==> src/rtl/alct_tx_pkg.sv <==
// Shared types and bit positions for the ALCT transmit frame builder.
// Holds FSM state encodings, frame width and tx bit-position constants.
package alct_tx_pkg;

  localparam int FRAME_W = 10;

  typedef enum logic [1:0] {
    ST_IDLE,
    ST_START,
    ST_DATA,
    ST_GAP
  } seq_state_t;

  // tx_1st bit positions
  localparam int B_L1A   = 0;
  localparam int B_BX0   = 1;
  localparam int B_INJ   = 2;
  localparam int B_TRG   = 3;
  localparam int B_FRAME = 4;
  localparam int B_START = 5;
  localparam int B_LO    = 6;

  // tx_2nd bit positions
  localparam int B_HI    = 0;
  localparam int B_PAR   = 4;

endpackage

==> src/rtl/alct_tx_frame_builder_if.sv <==
// Sequencer command bus: write strobe/data in, status out.
// master = command source, slave = frame builder.
interface alct_tx_frame_builder_if #(
  parameter int CMD_WIDTH = 16
);

  logic                 seq_cmd_wr;
  logic [CMD_WIDTH-1:0] seq_cmd_data;
  logic                 seq_busy;
  logic                 seq_full;
  logic                 seq_overflow;
  logic [15:0]          seq_sent_cnt;

  modport master (
    output seq_cmd_wr,
    output seq_cmd_data,
    input  seq_busy,
    input  seq_full,
    input  seq_overflow,
    input  seq_sent_cnt
  );

  modport slave (
    input  seq_cmd_wr,
    input  seq_cmd_data,
    output seq_busy,
    output seq_full,
    output seq_overflow,
    output seq_sent_cnt
  );

endinterface

==> src/rtl/alct_tx_cmd_fifo.sv <==
// Synchronous command FIFO: clock, clr, wr/wr_data, rd/rd_data,
// full, empty, count. A write while full is taken only with a read.
module alct_tx_cmd_fifo #(
  parameter int W     = 16,
  parameter int DEPTH = 4,
  parameter int CW    = $clog2(DEPTH + 1)
) (
  input  logic          clock,
  input  logic          clr,
  input  logic          wr,
  input  logic [W-1:0]  wr_data,
  input  logic          rd,
  output logic [W-1:0]  rd_data,
  output logic          full,
  output logic          empty,
  output logic [CW-1:0] count
);

  localparam int PW = (DEPTH > 1) ? $clog2(DEPTH) : 1;

  logic [W-1:0]  mem [DEPTH];
  logic [PW-1:0] wp;
  logic [PW-1:0] rp;
  logic          do_wr;
  logic          do_rd;

  assign full    = (count == CW'(DEPTH));
  assign empty   = (count == '0);
  assign do_rd   = rd & ~empty;
  assign do_wr   = wr & (~full | do_rd);
  assign rd_data = mem[rp];

  always_ff @(posedge clock) begin
    if (do_wr) mem[wp] <= wr_data;
  end

  always_ff @(posedge clock) begin
    if (clr) begin
      wp    <= '0;
      rp    <= '0;
      count <= '0;
    end else begin
      if (do_wr) wp <= wp + 1'b1;
      if (do_rd) rp <= rp + 1'b1;
      case ({do_wr, do_rd})
        2'b10:   count <= count + 1'b1;
        2'b01:   count <= count - 1'b1;
        default: count <= count;
      endcase
    end
  end

endmodule

==> src/rtl/alct_tx_frame_builder.sv <==
// ALCT per-bx tx frame builder: fast bits merged with FIFO-queued
// sequencer commands. Ports: clock, clr, tx_en, l1a, bx0, ext_inject,
// ext_trig, seq (command bus slave), tx_1st, tx_2nd.
// Option: ALCT_TX_PARITY_EN puts odd parity of the word in tx_2nd[4].
module alct_tx_frame_builder
  import alct_tx_pkg::*;
#(
  parameter int CMD_WIDTH  = 16,
  parameter int FIFO_DEPTH = 4,
  parameter int GAP_BX     = 1
) (
  input  logic               clock,
  input  logic               clr,
  input  logic               tx_en,
  input  logic               l1a,
  input  logic               bx0,
  input  logic               ext_inject,
  input  logic               ext_trig,
  alct_tx_frame_builder_if.slave seq,
  output logic [FRAME_W-1:0] tx_1st,
  output logic [FRAME_W-1:0] tx_2nd
);

  localparam int NBYTES = CMD_WIDTH / 8;
  localparam int IW = (NBYTES > 1) ? $clog2(NBYTES) : 1;
  localparam int GW = 4;
  localparam int CW = $clog2(FIFO_DEPTH + 1);

  seq_state_t st, st_n;
  logic [IW-1:0]        idx, idx_n;
  logic [GW-1:0]        gap, gap_n;
  logic                 pop, done;
  logic [CMD_WIDTH-1:0] cmd_q;
  logic [CMD_WIDTH-1:0] f_rd_data;
  logic                 f_full, f_empty;
  logic [CW-1:0]        f_count;
  logic                 ovf_q;
  logic [15:0]          cnt_q;
  logic                 frame_b, start_b;
  logic [7:0]           byte_n;
  logic [FRAME_W-1:0]   w1, w2;

  alct_tx_cmd_fifo #(
    .W     (CMD_WIDTH),
    .DEPTH (FIFO_DEPTH),
    .CW    (CW)
  ) u_fifo (
    .clock   (clock),
    .clr     (clr),
    .wr      (seq.seq_cmd_wr),
    .wr_data (seq.seq_cmd_data),
    .rd      (pop),
    .rd_data (f_rd_data),
    .full    (f_full),
    .empty   (f_empty),
    .count   (f_count)
  );

  assign seq.seq_busy     = (st != ST_IDLE) | ~f_empty;
  assign seq.seq_full     = (f_count == CW'(FIFO_DEPTH));
  assign seq.seq_overflow = ovf_q;
  assign seq.seq_sent_cnt = cnt_q;

  always_ff @(posedge clock) begin
    if (clr) begin
      st  <= ST_IDLE;
      idx <= '0;
      gap <= '0;
    end else begin
      st  <= st_n;
      idx <= idx_n;
      gap <= gap_n;
    end
  end

  // tx_en=0 leaves every next value equal to the current one
  always_comb begin
    st_n  = st;
    idx_n = idx;
    gap_n = gap;
    pop   = 1'b0;
    done  = 1'b0;
    if (tx_en) begin
      unique case (st)
        ST_IDLE: begin
          if (!f_empty) begin
            pop  = 1'b1;
            st_n = ST_START;
          end
        end
        ST_START: begin
          st_n  = ST_DATA;
          idx_n = '0;
        end
        ST_DATA: begin
          if (idx == IW'(NBYTES - 1)) begin
            done  = 1'b1;
            idx_n = '0;
            gap_n = '0;
            st_n  = (GAP_BX > 0) ? ST_GAP : ST_IDLE;
          end else begin
            idx_n = idx + 1'b1;
          end
        end
        ST_GAP: begin
          if (gap == GW'(GAP_BX - 1)) st_n = ST_IDLE;
          else gap_n = gap + 1'b1;
        end
        default: st_n = ST_IDLE;
      endcase
    end
  end

  // Decoded from the next state so the seq bits land in the
  // same output register edge as the state change.
  always_comb begin
    frame_b = 1'b0;
    start_b = 1'b0;
    byte_n  = 8'h00;
    unique case (st_n)
      ST_START: begin
        frame_b = 1'b1;
        start_b = 1'b1;
      end
      ST_DATA: begin
        frame_b = 1'b1;
        byte_n  = 8'(cmd_q >> {idx_n, 3'b000});
      end
      default: ;
    endcase
  end

  always_comb begin
    w1 = '0;
    w2 = '0;
    w1[B_L1A]     = l1a;
    w1[B_BX0]     = bx0;
    w1[B_INJ]     = ext_inject;
    w1[B_TRG]     = ext_trig;
    w1[B_FRAME]   = frame_b;
    w1[B_START]   = start_b;
    w1[B_LO +: 4] = byte_n[3:0];
    w2[B_HI +: 4] = byte_n[7:4];
`ifdef ALCT_TX_PARITY_EN
    w2[B_PAR]     = ~(^{w2, w1});
`else
`endif
  end

  always_ff @(posedge clock) begin
    if (clr) begin
      tx_1st <= '0;
      tx_2nd <= '0;
      cmd_q  <= '0;
      ovf_q  <= 1'b0;
      cnt_q  <= '0;
    end else begin
      tx_1st <= tx_en ? w1 : '0;
      tx_2nd <= tx_en ? w2 : '0;
      if (pop) cmd_q <= f_rd_data;
      if (seq.seq_cmd_wr && f_full && !pop) ovf_q <= 1'b1;
      if (done && cnt_q != 16'hFFFF) cnt_q <= cnt_q + 1'b1;
    end
  end

endmodule

==> src/flat_wrapper.sv <==
// flat-port wrapper written by rule: the top's interface ports become plain ports
module alct_tx_frame_builder_flat import alct_tx_pkg::*;
#(
  parameter int CMD_WIDTH  = 16,
  parameter int FIFO_DEPTH = 4,
  parameter int GAP_BX     = 1
)
  (clock, clr, tx_en, l1a, bx0, ext_inject, ext_trig, tx_1st, tx_2nd, seq_seq_cmd_wr, seq_seq_cmd_data, seq_seq_busy, seq_seq_full, seq_seq_overflow, seq_seq_sent_cnt);
  alct_tx_frame_builder_if #(.CMD_WIDTH(CMD_WIDTH)) seq_i ();
  input  logic clock;
  input  logic clr;
  input  logic tx_en;
  input  logic l1a;
  input  logic bx0;
  input  logic ext_inject;
  input  logic ext_trig;
  output logic [FRAME_W-1:0] tx_1st;
  output logic [FRAME_W-1:0] tx_2nd;
  input wire logic [$bits(seq_i.seq_cmd_wr)-1:0] seq_seq_cmd_wr;
  input wire logic [$bits(seq_i.seq_cmd_data)-1:0] seq_seq_cmd_data;
  output wire logic [$bits(seq_i.seq_busy)-1:0] seq_seq_busy;
  output wire logic [$bits(seq_i.seq_full)-1:0] seq_seq_full;
  output wire logic [$bits(seq_i.seq_overflow)-1:0] seq_seq_overflow;
  output wire logic [$bits(seq_i.seq_sent_cnt)-1:0] seq_seq_sent_cnt;
  assign seq_i.seq_cmd_wr = seq_seq_cmd_wr;
  assign seq_i.seq_cmd_data = seq_seq_cmd_data;
  assign seq_seq_busy = seq_i.seq_busy;
  assign seq_seq_full = seq_i.seq_full;
  assign seq_seq_overflow = seq_i.seq_overflow;
  assign seq_seq_sent_cnt = seq_i.seq_sent_cnt;
  alct_tx_frame_builder #(.CMD_WIDTH(CMD_WIDTH), .FIFO_DEPTH(FIFO_DEPTH), .GAP_BX(GAP_BX)) u_core (.clock(clock), .clr(clr), .tx_en(tx_en), .l1a(l1a), .bx0(bx0), .ext_inject(ext_inject), .ext_trig(ext_trig), .seq(seq_i), .tx_1st(tx_1st), .tx_2nd(tx_2nd));
endmodule
==> config.mk <==
export PLATFORM = sky130hd
export DESIGN_NAME = alct_tx_frame_builder_flat
export DESIGN_NICKNAME = d
export VERILOG_FILES = /design/src/rtl/alct_tx_pkg.sv /design/src/rtl/alct_tx_frame_builder_if.sv /design/src/rtl/alct_tx_cmd_fifo.sv /design/src/rtl/alct_tx_frame_builder.sv /design/src/flat_wrapper.sv
export SDC_FILE = /design/constraint.sdc
export NUM_CORES = 1
export LEC_CHECK = 0
export CORE_UTILIZATION = 35
export CTS_CLUSTER_DIAMETER = 150
export DETAILED_ROUTE_END_ITERATION = 6
export PLACE_DENSITY = 0.6
export SLEW_MARGIN = 15
export SYNTH_ARGS = -nofsm -noshare
export SYNTH_HDL_FRONTEND = slang
export SYNTH_HIERARCHICAL = 1
export SYNTH_SLANG_ARGS = --single-unit
==> constraint.sdc <==
create_clock -name clock -period 3.2 [get_ports clock]
set_input_delay 0.48 -clock clock [delete_from_list [all_inputs] [get_ports clock]]
set_output_delay 0.48 -clock clock [all_outputs]
set_load 0.03 [all_outputs]
# Word level (Yosys, flattened, before mapping)
# Memories as Yosys holds them, arrays and structs flattened. A register that Yosys moved wholly into a read port is not among the register bits.
# Cells that the tools add are included.
# totals
ram_bits	64
reg_bits	51
n_memories	1
inputBits	24
wordCells	76
# op_classes
reduce_logical	14
eq_ne	11
n_shift	1
muxes	22
bitwise	8
n_addsub	7
# memory_table
memory	depth	word_bits	read_ports	rd_ports_with_merged_regs	wr	line	source
u_core.u_fifo.mem	4	16	1	1	1	alct_tx_cmd_fifo.sv:21	logic [W-1:0] mem [DEPTH];
# ops
op	count
$add 16x1->16 const B	1
$ne 16x16->1 const B	1
$shr 16x4->8	1
$mux 1	12
$eq 2x2->1 const B	4
$mux 2	4
$mux 4	2
$pmux 2 s4	1
$pmux 4 s2	1
$eq 2x1->1 const B	3
$pmux 3 s2	1
$reduce_bool 2->1	3
$add 2x1->2 const B	2
$add 4x1->4 const B	1
$logic_not 4->1	1
$not 1->1	4
$reduce_and 4->1	1
$reduce_or 2->1	2
$add 3x1->3 const B	1
$eq 3x3->1 const B	1
$logic_and 1x1->1	3
$logic_not 3->1	1
$reduce_or 3->1	1
$sub 3x1->3 const B	1
8 further kinds	10

# Logic depth before layout (Yosys ltp)
# Gate-level depths: netlist of run 1.
# logic_depth
word_depth	9
ltp_mapped	14
ltp_nobuf	13

# By module
# Netlist of run 1, hierarchy kept.
# modules_own_cells
module	cells_per_inst	area_per_inst_um2	n_inst
alct_tx_cmd_fifo	138	2837.7	1
alct_tx_frame_builder	283	2503.7	1

# Worst setup path before layout of run 1
# Ideal clock, no wire load.
# synth_timing
path_kind	flip-flop to flip-flop
from	reg u_core.u_fifo.count[0]
to	reg u_core.u_fifo.count[2]
path_stages_with_launch	14
arrival_ns	2.829
required_ns	3.130
path_buffers	1
setup_slack_ns	0.301
setup_ns	0.070
path_cell_list	dfxtp_1 -> nor3_1 -> nand3b_1 -> clkinv_1 -> buf_2 -> inv_1 -> a21boi_2 -> inv_1 -> ha_1 -> inv_1 -> fa_1 -> xor2_1 -> or3_2 -> a21oi_1
# synth_between
elab_chain_cells	9
word_cells_on_any_way	16
classes_between	add/sub (2); eq/ne (3); mux (4); bitwise (5); reduce/logical (2)
# synth_lines
element	line	source
start: declaration	alct_tx_cmd_fifo.sv:16	output logic [CW-1:0] count
start signal: assignment	alct_tx_cmd_fifo.sv:46	2'b10: count <= count + 1'b1;
start signal: assignment	alct_tx_cmd_fifo.sv:47	2'b01: count <= count - 1'b1;
start signal: assignment	alct_tx_cmd_fifo.sv:48	default: count <= count;
$logic_not 3->1 *	alct_tx_cmd_fifo.sv:28	assign empty = (count == '0);
named net u_core.f_empty	alct_tx_frame_builder.sv:35	logic f_full, f_empty;
$mux 1 *	alct_tx_frame_builder.sv:86	if (!f_empty) begin
$mux 1 *	alct_tx_frame_builder.sv:84	unique case (st)
$mux 1 *	alct_tx_frame_builder.sv:83	if (tx_en) begin
named net u_core.pop	alct_tx_frame_builder.sv:32	logic pop, done;
$and 1x1->1 *	alct_tx_cmd_fifo.sv:29	assign do_rd = rd & ~empty;
$or 1x1->1	alct_tx_cmd_fifo.sv:30	assign do_wr = wr & (~full | do_rd);
$and 1x1->1	alct_tx_cmd_fifo.sv:30	
$eq 2x1->1 / $eq 2x2->1 (equally long branches)	alct_tx_cmd_fifo.sv:45	case ({do_wr, do_rd})
$pmux 3 s2 / $reduce_bool 2->1 (equally long branches)	--	
# The timed path passes the listed nets; every way through them passes the cells marked *.
# A chain may end at the register's enable or synchronous reset.

# Worst setup path in the final report of run 1
# layout_timing
from	reg u_core.u_fifo.count[0]
to	reg u_core.u_fifo.count[2]
# layout_between
elab_chain_cells	9
word_cells_on_any_way	16
classes_between	add/sub (2); eq/ne (3); mux (4); bitwise (5); reduce/logical (2)
# layout_lines
element	line
$logic_not 3->1 *	alct_tx_cmd_fifo.sv:28
named net u_core.f_empty	alct_tx_frame_builder.sv:35
$mux 1	alct_tx_frame_builder.sv:86
$mux 1	alct_tx_frame_builder.sv:84
$mux 1	alct_tx_frame_builder.sv:83
$and 1x1->1 *	alct_tx_cmd_fifo.sv:29
$or 1x1->1	alct_tx_cmd_fifo.sv:30
$and 1x1->1	alct_tx_cmd_fifo.sv:30
$eq 2x1->1 / $eq 2x2->1 (equally long branches)	alct_tx_cmd_fifo.sv:45
$pmux 3 s2 / $reduce_bool 2->1 (equally long branches)	--
# Marks and branches as above.

==> impl_results.md, run 1 <==
* Status: finished with violations
* Failing checks: design-rule violations
* Min cycle time layout at 2.71 ns
* Slew @ Worst Pin at 0.854 ns
* Setup TNS at 0 ns
* Critical Path Source Type: register
* FF+latch area at 3180 um^2
* Start point of the worst hold path: u_core/cmd_q[12]
* DRT iter0 DRCs at 203
* Pwr dens at 670 nW/um^2
* Max-Cap Viols at 0
* End of the worst hold path: u_core/cmd_q[12]
* Initial antenna violation count at 0
* WP buf/inv at 4
* # port buffers at 56
* Drt wl/cell at 15.6 um
* Final wirelength at 10600 um
* Vias at 3389
* Area growth syn-to-layout at 24.5%
* Adder-cell share of the synthesized area at 0.0389
* Worst hold path class: reg2reg
* Post-synthesis simple-gate area fraction at 0.131
* RSZ-0062 raised after global routing: false
* Synth unique cells at 58
* Slowest-stage cell, CP: nor3_1
* Most common cell after layout, fill and taps aside: edfxtp_1
* Reg2Reg Setup Slack at 0.49 ns
* Seq cells post-synth at 127
* Crit Path Max Fanout at 6
* Core area at 14700 um^2
* Setup violations, final at 0
* Antenna Cells at 0
* Peak supply drop at 0.414 mV
* Setup Skew at 0.00672 ns
* Footprint of the multi-input gates at 1960 um^2
* Crit path DAT at 3.05 ns
* Critical R2R Capture: u_core/u_fifo/count[2]
* Slew Limit Fails at 0
* Combinational family with the most area after synthesis: simple AND/OR/NAND/NOR gates
* Slew margin rel. at 0.430
* Multiplexer share of the synthesized area at 0.113
* DP Wirelength at 6930 um
* Largest net degree at the start of global routing at 28
* # rows at 44
* FILL cells at 1310
* Post-synth EDFFs at 64
* Cell count of the worst reg-to-reg path at 12
* Tcrit/Tclk final at 0.845
* Syn_area_per_cell at 12.7 um^2
* Worst path cell trace: nor3_1 -> nand3b_1 -> clkinv_1 -> inv_1 -> a21boi_2 -> inv_1 -> ha_1 -> inv_1 -> fa_1 -> xor2_1 -> or3_2 -> a21oi_1
* Vias in the first global route at 3471
* TritonCTS buffer count at 17
* Fmax at 370 MHz
* Chip height at 126 um
* Clock sink count at 127
* Nature of the critical path endpoint: register
* Xor and xnor fraction of the mapped netlist area at 0.00492
* Clock latency on the worst-skew pair at 0.42 ns
* GRT Total Usage at 0.145
* Synth top area cells: edfxtp_1, dfxtp_1, mux4_2
* CP required at 3.54 ns
* Endpoints failing hold at 0
* CTS HTree Levels at 4
* Mapped Area at 5340 um^2
* Async SR Flop Fraction at 0
* LEAKAGE at 2.36 nW
* GR Overflow Total at 0
* First-pass GRT wire length at 17500 um
* Final ANT Viol Nets at 0
* Hold slack at 0.459 ns
* Die ar. at 15800 um^2
* CP top delay family: simple AND/OR/NAND/NOR gates
* Cts hold-fix bufs at 0
* Compound-cell area share of the yosys netlist at 0.0743
* Post-CTS setup buffer count at 0
* CP max stage delay at 0.43 ns
* TritonCTS clock tree: yes
* Synth top area share at 0.360
* Crit Path Class: reg2reg
* Horiz. Die Dim at 126 um
* Sequential share of the synthesized area at 0.596
* Layout cells sized above 1 at 0.146
* Post-synthesis cell count at 421
* PostCTS Resize Cnt at 0
* Initial Utilization at 0.363
* Drt pass-1 iters at 6
* Largest area contributor in the netlist: edfxtp_1
* Most used flip-flop cell after synthesis: edfxtp_1
* Via-to-Cell Ratio at 4.96
* Clock slew at reported path FFs at 0.06 ns
* Worst Hold Depth at 2
* Reg2reg start: u_core/u_fifo/count[0]
* Bufs on Longest Clock Path at 2
* Placer Congestion at 0.784
* # DRC at 7
* IO Pins at 63
* CTS Root Cell: clkbuf_16
* Final nets at 526
* Crit path top cell by count: inv_1
* Yosys warns at 6
* Most frequent cells in the layout: edfxtp_1, dfxtp_1, clkdlybuf4s50_1
## cells by family (layout without fill, tap and decap cells)
group	after synthesis	count (layout)
mux	37	37
simple gates	131	131
xor+xnor	3	3
other cells	1	6
flops	127	127
compound gates	65	65
buf+inv	41	114
fa+ha+maj	16	16
## power breakdown
group,switching (mW),leakage [nW],internal (mW)
Sequential,0.0652,1.10,1.83
Combinational,0.360,0.972,0.265
Clock,0.702,0.289,1.23
Total,1.13,2.36,3.33
## flip-flops by register name (all words and copies together) (netlist names), named ones only
signal,cells
u_core/u_fifo/count,3
u_core/tx_1st,10
u_core/idx,1
u_core/st,2
u_core/seq.seq_overflow,1
u_core/seq.seq_sent_cnt,16
u_core/gap,4
u_core/u_fifo/rp,2
u_core/u_fifo/wp,2
u_core/tx_2nd,4
u_core/cmd_q,16
u_core/u_fifo/mem,64
## worst min-delay path, cell delays in order, from the launching register on
cell	delay (ns)
dfxtp_1	0.31
nand2_1	0.05
a21oi_1	0.05
## synth_stat cells (2+ instances only)
cell	number
ha_1	15
nand4_1	4
o22ai_1	2
xor2_1	3
nand3_1	10
o311ai_0	2
buf_4	7
buf_6	2
nand2b_1	2
o21ai_0	6
edfxtp_1	64
mux2_2	9
clkbuf_1	5
a31oi_1	3
mux2i_1	11
and2_2	5
nor2b_1	9
a21oi_1	35
dfxtp_1	63
or4_1	6
nand2_1	45
o41ai_1	3
o31ai_1	6
inv_1	18
and2_1	7
mux4_1	5
mux4_2	11
nor2_1	24
and3_1	4
or3_2	2
buf_2	6
## area by class of cell
type,count,area share
Sequential cell,127,0.479
Clock inverter,13,0.0247
Multi-Input combinational cell,258,0.295
Clock buffer,19,0.0651
Timing Repair Buffer,63,0.0915
Tap cell,184,0.0346
Inverter,19,0.0107
## metal layers
metal,up-vias,share of wire,global-route usage,wire (um)
li1,1655,-,-,-
met1,1642,0.46,0.179,4890
met2,81,0.49,0.235,5160
met3,11,0.042,0.0466,443
met4,0,0.012,0.0631,130
met5,-,0,0,0
## worst max path at each step
stage,startpoint,to,slack (ns),cells past startpoint
final,u_core/u_fifo/count[0],u_core/u_fifo/count[2],0.49,12
after floorplan,u_core/u_fifo/count[0],u_core/u_fifo/count[2],0.30,13
after CTS,u_core/u_fifo/count[0],u_core/u_fifo/count[2],0.49,12
after detailed placement,tx_en,u_core/u_fifo/count[2],0.39,12
after global routing,u_core/u_fifo/count[0],u_core/u_fifo/count[2],0.17,12
after global placement,tx_en,u_core/u_fifo/count[2],0.48,12
## stage by stage
stage | setup WS (ns) | utilization | total power [mW] | area [um^2] | instances
2_1_floorplan | 0.301 | - | 2.37 | 5360 | 426
3_3_place_gp | 0.476 | 0.412 | 2.54 | 6050 | 651
3_5_place_dp | 0.390 | 0.412 | 2.56 | 6050 | 651
4_1_cts | 0.488 | 0.452 | 4.51 | 6650 | 683
5_1_grt | 0.173 | 0.452 | 4.66 | 6650 | 683
6_report | 0.494 | 0.452 | 4.45 | 6650 | 683
Power figures use the tool's default switching activity.
==> run 2, diff against run 1 <==
==> constraint.sdc (replaced) <==
create_clock -name clock -period 2.5 [get_ports clock]
set_input_delay 0.375 -clock clock [delete_from_list [all_inputs] [get_ports clock]]
set_output_delay 0.375 -clock clock [all_outputs]
set_load 0.03 [all_outputs]
==> impl_results.md, run 2 (synthesis results as in run 1) <==
* Crit path DAT at 2.65 ns (-0.40 ns)
* Tcrit/Tclk final at 0.928 (+0.0825)
* GRT Total Usage at 0.139 (-0.00625)
* Min cycle time layout at 2.32 ns (-0.386 ns)
* Initial antenna violation count at 0 (unchanged)
* Area growth syn-to-layout at 26.6%
* Final ANT Viol Nets at 0 (unchanged)
* Slew margin rel. at 0.669 (+0.239)
* WL met2 at 5110 um (-1.1%)
* Fmax at 431 MHz (+17%)
* Status: finished with violations
* Cts hold-fix bufs at 0 (unchanged)
* Final wirelength at 10300 um (-3.4%)
* Most frequent cells in the layout: edfxtp_1, dfxtp_1, clkdlybuf4s50_1
* P_sw at 1.50 mW (+33%)
* Bufs on Longest Clock Path at 2 (unchanged)
* Endpoints failing hold at 0 (unchanged)
* # port buffers at 56 (unchanged)
* Largest net degree at the start of global routing at 29 (+3.6%)
* CTS Root Cell: clkbuf_16
* Setup Skew at 0.00575 ns (-0.000973 ns)
* TritonCTS clock tree: yes
* Horiz. Die Dim at 126 um (unchanged)
* Setup violations, final at 0 (unchanged)
* Core area at 14700 um^2 (unchanged)
* DRT iter0 DRCs at 206 (+1.5%)
* First-pass GRT wire length at 16900 um (-3.8%)
* Largest register by flop count: u_core/u_fifo/mem
* Layout cells sized above 1 at 0.192 (+0.0459)
* Clock sink count at 127 (unchanged)
* Chip height at 126 um (unchanged)
* Worst hold path class: in2reg
* Most common cell after layout, fill and taps aside: edfxtp_1
* Vias in the first global route at 3378 (-2.7%)
* Crit Path Class: reg2reg
* Sequential power share at 0.440 (+0.013)
* Logic gate share of total power at 0.160 (+0.020)
* Slew Limit Fails at 0 (unchanged)
* # rows at 44 (unchanged)
* Clock latency on the worst-skew pair at 0.41 ns (about the same)
* Drt wl/cell at 14.8 um (-5.0%)
* IO Pins at 63 (unchanged)
* Clock Power Share at 0.401 (-0.032)
* Cells after DPL at 660 (+1.4%)
* GR Overflow Total at 0 (unchanged)
* Failing checks: design-rule violations
* DP Wirelength at 6720 um (-3.0%)
* RSZ-0062 raised after global routing: false
* Slew @ Worst Pin at 0.491 ns (-0.363 ns)
* Met3 Wirelength at 366 um (-17%)
* Finished Layout Cells at 694 (+1.6%)
* Initial Utilization at 0.363 (unchanged)
* Antenna Cells at 0 (unchanged)
* Critical Path Source Type: register
* Nature of the critical path endpoint: register
* Final nets at 537 (+2.1%)
* Drt pass-1 iters at 6 (unchanged)
* Pwr dens at 819 nW/um^2 (+22%)
* DR top layer: met4
* Internal at 4.04 mW (+21%)
* FILL cells at 1299 (-0.84%)
* Setup TNS at 0 ns (unchanged)
* Switching Fraction at 0.270 (+0.0173)
* Vias at 3411 (+0.65%)
* Die ar. at 15800 um^2 (unchanged)
* TritonCTS buffer count at 17 (unchanged)
* Number of flip-flops under the largest register name at 64 (unchanged)
* Crit Path Max Fanout at 6 (unchanged)
* Max-Cap Viols at 0 (unchanged)
* CTS HTree Levels at 4 (unchanged)
* Clock slew at reported path FFs at 0.06 ns (about the same)
* Wl on met1 at 4700 um (-3.9%)
* Peak supply drop at 0.498 mV (+20%)
* LEAKAGE at 2.41 nW (+2.2%)
* Via-to-Cell Ratio at 4.91 (-0.95%)
* # DRC at 7 (unchanged)
* CP required at 2.83 ns (-0.71 ns)
* Placer Congestion at 0.795 (+1.4%)
-- run 2: cell count changes in the layout (fill, tap and decap cells not counted), sizes merged --
cell | previous run | this run
clkbuf | 19 | 17
inv | 20 | 24
buf | 8 | 19
clkinv | 8 | 7
clkinvlp | 1 | 3
bufinv | 3 | 0
-- run 2: repair_timing --
item	4_1_cts	5_1_grt
buffers inserted	0	2
setup endpoints to repair	0	1
gates resized for setup	0	0
-- run 2: path summary, 6_finish.rpt --
check,start,to,slack (ns),cells past startpoint
min reg2reg,u_core/cmd_q[2],u_core/cmd_q[2],0.46,2
max reg2reg,u_core/u_fifo/count[1],u_core/u_fifo/count[2],0.18,12
min,clr,u_core/u_fifo/count[0],0.41,2
max,u_core/u_fifo/count[1],u_core/u_fifo/count[2],0.18,12
-- run 2: power groups by stage --
stage	clock, mW	combinational, mW	sequential (mW)
2_1_floorplan	0	0.589	2.48
3_3_place_gp	0	0.855	2.47
3_5_place_dp	0	0.864	2.48
4_1_cts	2.27	0.866	2.43
5_1_grt	2.37	0.976	2.45
6_report	2.22	0.884	2.43
-- run 2: stage by stage --
stage / power (mW) / cell area [um^2] / utilization / hold slack [ns] / setup slack [ns]
after detailed placement: 3.34 / 6210 / 0.422 / 0.447 / -0.0420
after global placement: 3.32 / 6210 / 0.422 / 0.441 / -0.0116
final: 5.54 / 6760 / 0.460 / 0.406 / 0.180
after CTS: 5.57 / 6750 / 0.459 / 0.401 / 0.149
after global routing: 5.80 / 6760 / 0.460 / 0.434 / 0.0103
after floorplan: 3.07 / 5410 / - / 0.436 / -0.0428
-- run 2: area by class of cell --
| type | count | area (um^2) | share of cell area |
|---|---|---|---|
| Clock buffer | 17 | 425 | 0.0629 |
| Inverter | 19 | 75.1 | 0.0111 |
| Multi-Input combinational cell | 258 | 1990 | 0.294 |
| Clock inverter | 15 | 113 | 0.0167 |
| Timing Repair Buffer | 74 | 741 | 0.110 |
| Sequential cell | 127 | 3190 | 0.472 |
| Tap cell | 184 | 230 | 0.0340 |
-- run 2: layer usage --
metal  GRT usage  up-vias
met1       0.175     1643
met4      0.0502        0
met2       0.230       77
met3      0.0372        9
li1            -     1682
met5           0        -
-- run 2: worst max-delay path, stage by stage, from the launching register on --
cell      delay [ns]
dfxtp_2         0.36
nor3_4          0.22
nand3b_1        0.18
clkinv_2        0.11
inv_4           0.06
a21boi_4        0.05
inv_1           0.06
ha_2            0.17
inv_2           0.04
fa_2            0.35
xor2_1          0.18
or3_4           0.32
a21oi_1         0.13
==> run 3, diff against run 2 <==
--- a/config.mk
+++ b/config.mk
@@ -5,10 +5,10 @@
 export SDC_FILE = /design/constraint.sdc
 export NUM_CORES = 1
 export LEC_CHECK = 0
-export CORE_UTILIZATION = 35
+export CORE_UTILIZATION = 56
 export CTS_CLUSTER_DIAMETER = 150
 export DETAILED_ROUTE_END_ITERATION = 6
-export PLACE_DENSITY = 0.6
+export PLACE_DENSITY = 0.86
 export SLEW_MARGIN = 15
 export SYNTH_ARGS = -nofsm -noshare
 export SYNTH_HDL_FRONTEND = slang
==> impl_results.md, run 3 (synthesis results as in run 1) <==
* RSZ-0062 raised after global routing: false
* Clock Power Share at 0.422 (+0.021)
* Die ar. at 9930 um^2 (-37%)
* Place WS at -0.0188 ns (+0.0232 ns)
* Vias at 3461 (+1.5%)
* Horiz. Die Dim at 99.7 um (-21%)
* Min cycle time layout at 2.31 ns (-0.0144 ns)
* TritonCTS buffer count at 17 (unchanged)
* # port buffers at 56 (unchanged)
* Status: completed
* CP top delay family: adder cells
* Slowest-stage cell, CP: dfxtp_4
* Clock latency on the worst-skew pair at 0.51 ns (+0.10 ns)
* Critical Path Source Type: register
* Most common cell after layout, fill and taps aside: edfxtp_1
* # DRC at 0 (-7)
* Chip height at 99.7 um (-21%)
* Drt pass-1 iters at 4 (-2)
* Final Core Density at 0.720 (+0.259)
* LEAKAGE at 2.38 nW (-1.1%)
* Sequential power share at 0.430 (-0.010)
* Initial Utilization at 0.578 (+0.215)
* Bufs on Longest Clock Path at 2 (unchanged)
* FILL cells at 615 (-53%)
* Finished Layout Cells at 632 (-8.9%)
* Number of flip-flops under the largest register name at 64 (unchanged)
* Clock slew at reported path FFs at 0.06 ns (about the same)
* Internal at 4.24 mW (+4.9%)
* Switching Fraction at 0.254 (-0.0166)
* Tcrit/Tclk final at 0.922 (-0.00575)
* WP buf/inv at 5 (+1)
* Largest register by flop count: u_core/u_fifo/mem
* Final nets at 531 (-1.1%)
* Worst hold path class: in2reg
* Logic gate share of total power at 0.148 (-0.012)
* Met3 Use GR at 0.0675 (+0.0302)
* CP max stage delay at 0.39 ns (+0.03 ns)
* TritonCTS clock tree: yes
* Vias in the first global route at 3500 (+3.6%)
* P_sw at 1.44 mW (-3.7%)
* Worst path cell trace: inv_2 -> ha_2 -> nand3b_1 -> clkinv_2 -> inv_4 -> a21boi_4 -> inv_1 -> ha_2 -> inv_2 -> fa_2 -> xor2_1 -> or3_4 -> a21oi_1
* Setup TNS at 0 ns (unchanged)
* Antenna Cells at 0 (unchanged)
* Nature of the critical path endpoint: register
* Crit Path Max Fanout at 7 (+1)
* Clock sink count at 127 (unchanged)
* Slew Limit Fails at 0 (unchanged)
* Crit Path Class: reg2reg
* GRT Total Usage at 0.228 (+0.0887)
* Met2 usage at 0.387 (+0.157)
* Setup Skew at 0.00977 ns (+0.00402 ns)
* GR Layer Usage met1 at 0.275 (+0.100)
* Slew margin rel. at 0.451 (-0.218)
* Final WS setup at 0.195 ns (+0.0144 ns)
* Placer Congestion at 0.777 (-2.2%)
* Area growth syn-to-layout at 24.5%
* Post-CTS setup buffer count at 0 (unchanged)
* Final wirelength at 10100 um (-1.5%)
* Largest net degree at the start of global routing at 30 (+3.4%)
* Final ANT Viol Nets at 0 (unchanged)
* Cells after DPL at 601 (-8.9%)
* CTS HTree Levels at 4 (unchanged)
* Via-to-Cell Ratio at 5.48 (+11%)
* Max-Cap Viols at 0 (unchanged)
* Slew @ Worst Pin at 0.822 ns (+0.331 ns)
* DRT iter0 DRCs at 144 (-30%)
* CTS Root Cell: clkbuf_8
* Layout cells sized above 1 at 0.179 (-0.0132)
* GR Overflow Total at 0 (unchanged)
* Drt wl/cell at 16.0 um (+8.1%)
* # rows at 35 (-20%)
* Fmax at 434 MHz (+0.62%)
* IO Pins at 63 (unchanged)
* Endpoints failing hold at 0 (unchanged)
* Busiest grt layer: met2
* CP required at 2.93 ns (+0.10 ns)
* Crit path DAT at 2.74 ns (+0.09 ns)
* DP Wirelength at 6660 um (-0.86%)
* Pwr dens at 854 nW/um^2 (+4.3%)
* Power Total at 5.68 mW (+2.5%)
* Setup violations, final at 0 (unchanged)
* Core area at 9240 um^2 (-37%)
* Most frequent cells in the layout: edfxtp_1, dfxtp_1, clkdlybuf4s50_1
* Peak supply drop at 0.867 mV (+74%)
* First-pass GRT wire length at 16900 um (about the same)
* Initial antenna violation count at 0 (unchanged)
==> run 3: cell types whose count changed in the layout (fill, tap and decap cells not counted), moves of 2 or more <==
cell,change
clkinv_4,+2
inv_6,-4
buf_12,-4
buf_4,-2
bufinv_16,+3
==> run 3: power groups by stage <==
stage          Sequential, mW  Clock, mW  Combinational, mW
2_1_floorplan            2.48          0              0.589
3_3_place_gp             2.47          0              0.808
3_5_place_dp             2.48          0              0.835
4_1_cts                  2.44       2.43              0.846
5_1_grt                  2.46       2.51              0.933
6_report                 2.44       2.39              0.843
==> run 3: worst reg2reg max path: stages, from the launching register on <==
cell	delay, ns
dfxtp_4	0.39
inv_2	0.06
ha_2	0.18
nand3b_1	0.13
clkinv_2	0.10
inv_4	0.06
a21boi_4	0.05
inv_1	0.07
ha_2	0.17
inv_2	0.04
fa_2	0.35
xor2_1	0.18
or3_4	0.32
a21oi_1	0.12
==> run 3: what timing repair did <==
action / CTS / global route
resized for setup: 0 / 0
hold buffers: 0 / 0
endpoints found under the setup margin: 0 / 1
==> run 3: final timing paths <==
| path | start | endpoint | slack (ns) | depth (start not counted) |
|---|---|---|---|---|
| max | u_core/st[0] | u_core/u_fifo/count[2] | 0.19 | 13 |
| min | ext_inject | u_core/tx_1st[2] | 0.43 | 2 |
| max reg2reg | u_core/st[0] | u_core/u_fifo/count[2] | 0.19 | 13 |
| min reg2reg | u_core/cmd_q[9] | u_core/cmd_q[9] | 0.45 | 2 |
==> run 3: metrics by stage <==
step                      area, um^2  hold WS (ns)
final                           6650         0.430
after global routing            6650         0.427
after CTS                       6650         0.406
after detailed placement        6070         0.446
after global placement          6070         0.444
after floorplan                 5410         0.436
==> run 3: routing by layer <==
layer / up-vias / part of all wire
met2: 103 / 0.50
met1: 1678 / 0.44
met4: 0 / 0.013
met5: - / 0
li1: 1668 / -
met3: 12 / 0.045
==> run 3: area by class of cell <==
class	instances	area (um^2)	area share
Timing Repair Buffer	68	651	0.0979
Clock buffer	17	414	0.0623
Inverter	19	75.1	0.0113
Multi-Input combinational cell	258	1990	0.299
Sequential cell	127	3190	0.480
Tap cell	129	161	0.0243
Clock inverter	14	169	0.0254
